<file path="src/rtl/y86_pkg.sv">
// Y86-64 encoding constants and source/destination register selects,
// shared by the decode reader and the writeBack stage.
package y86_pkg;

   localparam int unsigned ID_W   = 4;
   localparam int unsigned CODE_W = 4;

   localparam logic [CODE_W-1:0] I_HALT   = 4'h0;
   localparam logic [CODE_W-1:0] I_NOP    = 4'h1;
   localparam logic [CODE_W-1:0] I_RRMOVQ = 4'h2;
   localparam logic [CODE_W-1:0] I_IRMOVQ = 4'h3;
   localparam logic [CODE_W-1:0] I_RMMOVQ = 4'h4;
   localparam logic [CODE_W-1:0] I_MRMOVQ = 4'h5;
   localparam logic [CODE_W-1:0] I_OPQ    = 4'h6;
   localparam logic [CODE_W-1:0] I_JXX    = 4'h7;
   localparam logic [CODE_W-1:0] I_CALL   = 4'h8;
   localparam logic [CODE_W-1:0] I_RET    = 4'h9;
   localparam logic [CODE_W-1:0] I_PUSHQ  = 4'hA;
   localparam logic [CODE_W-1:0] I_POPQ   = 4'hB;

   localparam logic [ID_W-1:0] RNONE = 4'hF;
   localparam logic [ID_W-1:0] RRSP  = 4'h4;

   function automatic logic [ID_W-1:0] src_a_sel(input logic [CODE_W-1:0] icode,
                                                 input logic [ID_W-1:0]   ra);
      logic [ID_W-1:0] id;
      id = RNONE;
      case (icode)
         I_RRMOVQ, I_RMMOVQ, I_OPQ, I_PUSHQ: id = ra;
         I_RET, I_POPQ:                      id = RRSP;
         default:                            id = RNONE;
      endcase
      return id;
   endfunction

   function automatic logic [ID_W-1:0] src_b_sel(input logic [CODE_W-1:0] icode,
                                                 input logic [ID_W-1:0]   rb);
      logic [ID_W-1:0] id;
      id = RNONE;
      case (icode)
         I_RMMOVQ, I_MRMOVQ, I_OPQ:          id = rb;
         I_CALL, I_RET, I_PUSHQ, I_POPQ:     id = RRSP;
         default:                            id = RNONE;
      endcase
      return id;
   endfunction

   // cmovXX that did not take its condition writes nothing.
   function automatic logic [ID_W-1:0] dst_e_sel(input logic [CODE_W-1:0] icode,
                                                 input logic [ID_W-1:0]   rb,
                                                 input logic              cnd);
      logic [ID_W-1:0] id;
      id = RNONE;
      case (icode)
         I_IRMOVQ, I_OPQ:                    id = rb;
         I_RRMOVQ:                           id = cnd ? rb : RNONE;
         I_CALL, I_RET, I_PUSHQ, I_POPQ:     id = RRSP;
         default:                            id = RNONE;
      endcase
      return id;
   endfunction

   function automatic logic [ID_W-1:0] dst_m_sel(input logic [CODE_W-1:0] icode,
                                                 input logic [ID_W-1:0]   ra);
      logic [ID_W-1:0] id;
      id = RNONE;
      case (icode)
         I_MRMOVQ, I_POPQ:                   id = ra;
         default:                            id = RNONE;
      endcase
      return id;
   endfunction

endpackage

</file>
<file path="src/rtl/y86_regfile.sv">
// 15-entry architectural register file: two write ports (M beats E on the
// same id) and two combinational read ports that see same-edge writes.
module y86_regfile
   import y86_pkg::*;
#(
   parameter int unsigned WIDTH = 64,
   parameter int unsigned NREG  = 15
) (
   input  logic              clock,
   input  logic              reset,
   input  logic              we_e,
   input  logic [ID_W-1:0]   dst_e,
   input  logic [WIDTH-1:0]  data_e,
   input  logic              we_m,
   input  logic [ID_W-1:0]   dst_m,
   input  logic [WIDTH-1:0]  data_m,
   input  logic [ID_W-1:0]   src_a,
   input  logic [ID_W-1:0]   src_b,
   output logic [WIDTH-1:0]  rd_a_c,
   output logic [WIDTH-1:0]  rd_b_c
);

   logic [WIDTH-1:0] regs_q [NREG];
   logic [WIDTH-1:0] regs_d [NREG];

   logic wr_e_c;
   logic wr_m_c;

   assign wr_e_c = we_e && (dst_e != RNONE);
   assign wr_m_c = we_m && (dst_m != RNONE);

   always_comb begin
      regs_d = regs_q;
      if (wr_e_c) regs_d[dst_e] = data_e;
      if (wr_m_c) regs_d[dst_m] = data_m;
   end

   always_ff @(posedge clock) begin
      if (reset) regs_q <= '{default: '0};
      else       regs_q <= regs_d;
   end

   // Bypass order: M write, then E write, then the stored value.
   always_comb begin
      rd_a_c = '0;
      if (src_a != RNONE) begin
         if (wr_m_c && (dst_m == src_a))      rd_a_c = data_m;
         else if (wr_e_c && (dst_e == src_a)) rd_a_c = data_e;
         else                                 rd_a_c = regs_q[src_a];
      end
   end

   always_comb begin
      rd_b_c = '0;
      if (src_b != RNONE) begin
         if (wr_m_c && (dst_m == src_b))      rd_b_c = data_m;
         else if (wr_e_c && (dst_e == src_b)) rd_b_c = data_e;
         else                                 rd_b_c = regs_q[src_b];
      end
   end

endmodule

</file>
<file path="src/rtl/decode_reg_read.sv">
// Decode-stage register read: selects srcA/srcB, applies write-back from the
// retiring instruction and registers the operands with one cycle latency.
module decode_reg_read
   import y86_pkg::*;
#(
   parameter int unsigned WIDTH = 64,
   parameter int unsigned NREG  = 15
) (
   input  logic              clock,
   input  logic              reset,
   input  logic              in_valid,
   input  logic [3:0]        in_code,
   input  logic [3:0]        ra,
   input  logic [3:0]        rb,
   input  logic              wb_valid,
   input  logic [3:0]        wb_code,
   input  logic [3:0]        wb_ra,
   input  logic [3:0]        wb_rb,
   input  logic              wb_cnd,
   input  logic [WIDTH-1:0]  val_e,
   input  logic [WIDTH-1:0]  val_m,
   output logic              out_valid,
   output logic [WIDTH-1:0]  val_a,
   output logic [WIDTH-1:0]  val_b,
   output logic [3:0]        src_a,
   output logic [3:0]        src_b
);

   logic [ID_W-1:0]  src_a_c, src_b_c;
   logic [ID_W-1:0]  dst_e_c, dst_m_c;
   logic [WIDTH-1:0] rd_a_c, rd_b_c;

   logic             out_valid_q, out_valid_d;
   logic [WIDTH-1:0] val_a_q, val_a_d;
   logic [WIDTH-1:0] val_b_q, val_b_d;
   logic [ID_W-1:0]  src_a_q, src_a_d;
   logic [ID_W-1:0]  src_b_q, src_b_d;

   always_comb begin
      src_a_c = src_a_sel(in_code, ra);
      src_b_c = src_b_sel(in_code, rb);
      dst_e_c = dst_e_sel(wb_code, wb_rb, wb_cnd);
      dst_m_c = dst_m_sel(wb_code, wb_ra);
   end

   y86_regfile #(
      .WIDTH (WIDTH),
      .NREG  (NREG)
   ) u_regfile (
      .clock  (clock),
      .reset  (reset),
      .we_e   (wb_valid),
      .dst_e  (dst_e_c),
      .data_e (val_e),
      .we_m   (wb_valid),
      .dst_m  (dst_m_c),
      .data_m (val_m),
      .src_a  (src_a_c),
      .src_b  (src_b_c),
      .rd_a_c (rd_a_c),
      .rd_b_c (rd_b_c)
   );

   // Operands and ids hold while no decode request is present.
   always_comb begin
      out_valid_d = in_valid;
      val_a_d     = val_a_q;
      val_b_d     = val_b_q;
      src_a_d     = src_a_q;
      src_b_d     = src_b_q;
      if (in_valid) begin
         val_a_d = rd_a_c;
         val_b_d = rd_b_c;
         src_a_d = src_a_c;
         src_b_d = src_b_c;
      end
   end

   always_ff @(posedge clock) begin
      if (reset) begin
         out_valid_q <= 1'b0;
         val_a_q     <= '0;
         val_b_q     <= '0;
         src_a_q     <= RNONE;
         src_b_q     <= RNONE;
      end else begin
         out_valid_q <= out_valid_d;
         val_a_q     <= val_a_d;
         val_b_q     <= val_b_d;
         src_a_q     <= src_a_d;
         src_b_q     <= src_b_d;
      end
   end

   assign out_valid = out_valid_q;
   assign val_a     = val_a_q;
   assign val_b     = val_b_q;
   assign src_a     = src_a_q;
   assign src_b     = src_b_q;

endmodule

</file>
<file path="config.mk">
export PLATFORM = sky130hd
export DESIGN_NAME = decode_reg_read
export DESIGN_NICKNAME = d
export VERILOG_FILES = /design/src/rtl/y86_pkg.sv /design/src/rtl/y86_regfile.sv /design/src/rtl/decode_reg_read.sv
export SDC_FILE = /design/constraint.sdc
export NUM_CORES = 2
export LEC_CHECK = 0
export CELL_PAD_IN_SITES_DETAIL_PLACEMENT = 0
export CELL_PAD_IN_SITES_GLOBAL_PLACEMENT = 1
export CORE_UTILIZATION = 46
export DETAILED_ROUTE_END_ITERATION = 8
export GPL_ROUTABILITY_DRIVEN = 0
export HOLD_SLACK_MARGIN = 0.05
export PLACE_DENSITY = 0.82
export SLEW_MARGIN = 40
export SYNTH_ARGS = -nofsm -noshare
export SYNTH_HDL_FRONTEND = slang
export SYNTH_SLANG_ARGS = --single-unit
</file>
<file path="constraint.sdc">
create_clock -name clock -period 3.9 [get_ports clock]
set_clock_uncertainty 0.05 [all_clocks]
set_input_delay 0.78 -clock clock [delete_from_list [all_inputs] [get_ports clock]]
set_output_delay 0.78 -clock clock [all_outputs]
set_load 0.005 [all_outputs]
</file>
==> qor.yml <==
io_buffers: 293
dieArea_um2: 140000
hp-class: "input pin to register"
endpoint_kind: "register"
design_area_um2: 74300
yosys_register_bits: 1097
pre_cts_ws_ns: -0.155
switchingPower_mw: 8.32
drt_wl_total_mm: 299
vias: 70000
drive_above_1_share: 0.0820
met1_usage: 0.551
antenna_found_initial: 30
grt_pass1_wl_mm: 435
cts.reportedPaths.clkPinSlew_ns: 0.06
crit_chain: "clkdlybuf4s50_1 > o31a_1 > o21ai_2 > a21o_1 > nand2_1 > nor3_2 > buf_12 > mux2i_1 > a211oi_1"
postPlaceCellArea_um2: 69800
status: "finished, final reports clean"
swShare: 0.290
yosys_most_used_dff: "dfxtp_1"
cp.arrival_ns: 4.05
routedWlPerCell_um: 30.0
grt_use_met3: 0.110
cts_tree: "done"
async_reset_ff_frac: 0
fin_nets: 8225
die_w_um: 374
ys_seq_area_frac: 0.345
hold_buffers: 0
grt-busiest-layer: "met2"
fin_crit_ns: 3.41
cp.buffers_inverters: 2
htreeDepth: 4
critPathMaxStageDelay_ns: 0.72
syn2layout_area_growth_pct: 16.8
worst_pin_slew_ns: 0.900
startpoint_type: "input pin"
cts_max_path_buffers: 3
grt_setup_unrepaired: "no"
seq_power_share: 0.403
ant_nets: 0
via_per_inst: 7.01
slew_headroom: 0.400
post_cts_buffers: 0
path_max_fanout: 33
crit_slowest_cell: "nor3_2"
combPwrFrac: 0.146
hold-worst-slack_ns: 0.363
yosysWarnings: 0
use_met2: 0.587
cp.required_ns: 4.53
syn-cell-area_um2: 63700
power_leakage_nw: 24.8
cts-resized-gates: 0
slew_viol_final: 0
power_density_nw_per_um2: 386
gr-total-overflow: 0
post-route-period-util: 0.875
p_clk_frac: 0.451
start_util: 0.464
rows: 136
syn-num-nets: 8553
worstSetupPathType: "input pin to register"
fin_ws_ns: 0.487
die_h_um: 374
p_int_mw: 20.4
grt.total_usage: 0.408
setup_viol: 0
ys_types: 66
numCtsBuffers: 131
grt_pass1_vias: 64200
worstSkewPairLatency_ns: 0.79
power.total_mw: 28.7
drt-initial-drc-count: 11700
synth_edf_count: 0
cts.sinks: 1097
fmax_mhz: 293
syn_inst: 8396
boundaryPins: 294
dr.pass1.iters: 9
grt_max_degree: 185
drc: 0
ir_drop_mv: 0.382
hold_viol_final: 0
cap_violations: 0
critPathTopFamily: "compound AO/OA/AOI/OAI gates"
hpwl_mm: 167
cts_root_buf: "clkbuf_16"
avgSynthCellArea_um2: 7.58
coreArea_um2: 137000
[sequential cells by signal, indices dropped and copies added (netlist names)]
register and count:
out_valid 1, src_a 4, src_b 4, u_regfile.regs_q 960
val_a 64, val_b 64
[cell usage after synthesis (89+ instances only)]
| cell | number | share of area |
|---|---|---|
| o21ai_0 | 337 | 0.026 |
| mux2i_1 | 834 | 0.13 |
| nor3_1 | 150 | 0.012 |
| buf_2 | 156 | 0.012 |
| a311oi_1 | 113 | 0.016 |
| a211oi_1 | 965 | 0.11 |
| o21ai_1 | 118 | 0.0093 |
| nand2_1 | 1085 | 0.064 |
| o22ai_1 | 194 | 0.019 |
| nor2_1 | 1173 | 0.069 |
| clkbuf_1 | 854 | 0.050 |
| a31oi_1 | 96 | 0.0094 |
| nand3_1 | 188 | 0.015 |
| buf_1 | 89 | 0.0052 |
| a21oi_1 | 327 | 0.026 |
| dfxtp_1 | 1097 | 0.34 |
| a221oi_1 | 220 | 0.030 |
[power groups by stage]
stage	combinational, mW	sequential [mW]	clock (mW)
2_1_floorplan	2.22	11.7	0
3_3_place_gp	3.98	11.8	0
3_5_place_dp	4.00	11.8	0
4_1_cts	4.01	11.5	13.0
5_1_grt	4.31	11.6	13.4
6_report	4.20	11.5	12.9
[worst reg2reg max path: stages, from the launching register on]
cell and delay (ns):
dfxtp_1 0.35, or3_1 0.40, o21ai_0 0.09, a221oi_1 0.11
nor3_1 0.27, o31ai_1 0.11, a31o_2 0.24
[placed cells by master, fill, tap and decap left out, types with 52 or more instances in the layout]
cell	instances
a311oi_1	113
a22oi_1	66
a31oi_1	94
clkdlybuf4s50_1	284
nor4_1	52
nor3_1	146
o21ai_0	336
mux2i_1	834
nor2_1	1164
and3_1	82
dfxtp_1	1097
a21oi_1	325
buf_4	179
o22ai_1	194
o21ai_1	115
a211oi_1	965
nand3_1	178
buf_12	171
nand2_1	1076
a221oi_1	220
clkbuf_16	134
[cell families after synthesis]
group                     after synthesis  synth area share
DFF                                  1097             0.345
muxes                                 849             0.134
and+or+nand+nor                      2794             0.180
AOI/OAI and AO/OA                    2534             0.271
buffers and inverters                1118            0.0695
xor gates and xnor gates                4          0.000550
[metal layers]
layer	vias up	wire length [µm]
li1	30000	-
met1	33100	116000
met2	5784	124000
met3	1140	42600
met4	18	16900
met5	-	115
[path summary, 6_finish.rpt]
kind / endpoint / cells after the start / slack (ns) / startpoint
worst max register to register: val_a[62] / 6 / 2.16 / u_regfile.regs_q[254]
worst min register to register: val_a[50] / 2 / 0.41 / val_a[50]
worst min-delay path: u_regfile.regs_q[254] / 2 / 0.36 / reset
worst max-delay path: u_regfile.regs_q[151] / 9 / 0.49 / wb_code[2]
[per-stage QoR]
stage	util	std cells	TNS, ns
floorplan	-	8396	0
global placement	0.508	9726	-7.03
global route	0.541	9978	0
finish	0.541	9983	0
CTS	0.541	9962	0
detailed placement	0.508	9727	-8.55
[area by class of cell]
cell class                 instances  area, µm²
timing repair buffer             649       7780
clock buffer                     187       3850
inverter                           8       30.0
multi-input combinational       6181      37800
tap                             1794       2240
sequential                      1097      22000
clock inverter                    48        608
antenna                           19       47.5
fill                           12400      63000
Note: power is estimated with default switching activity, not from simulation.
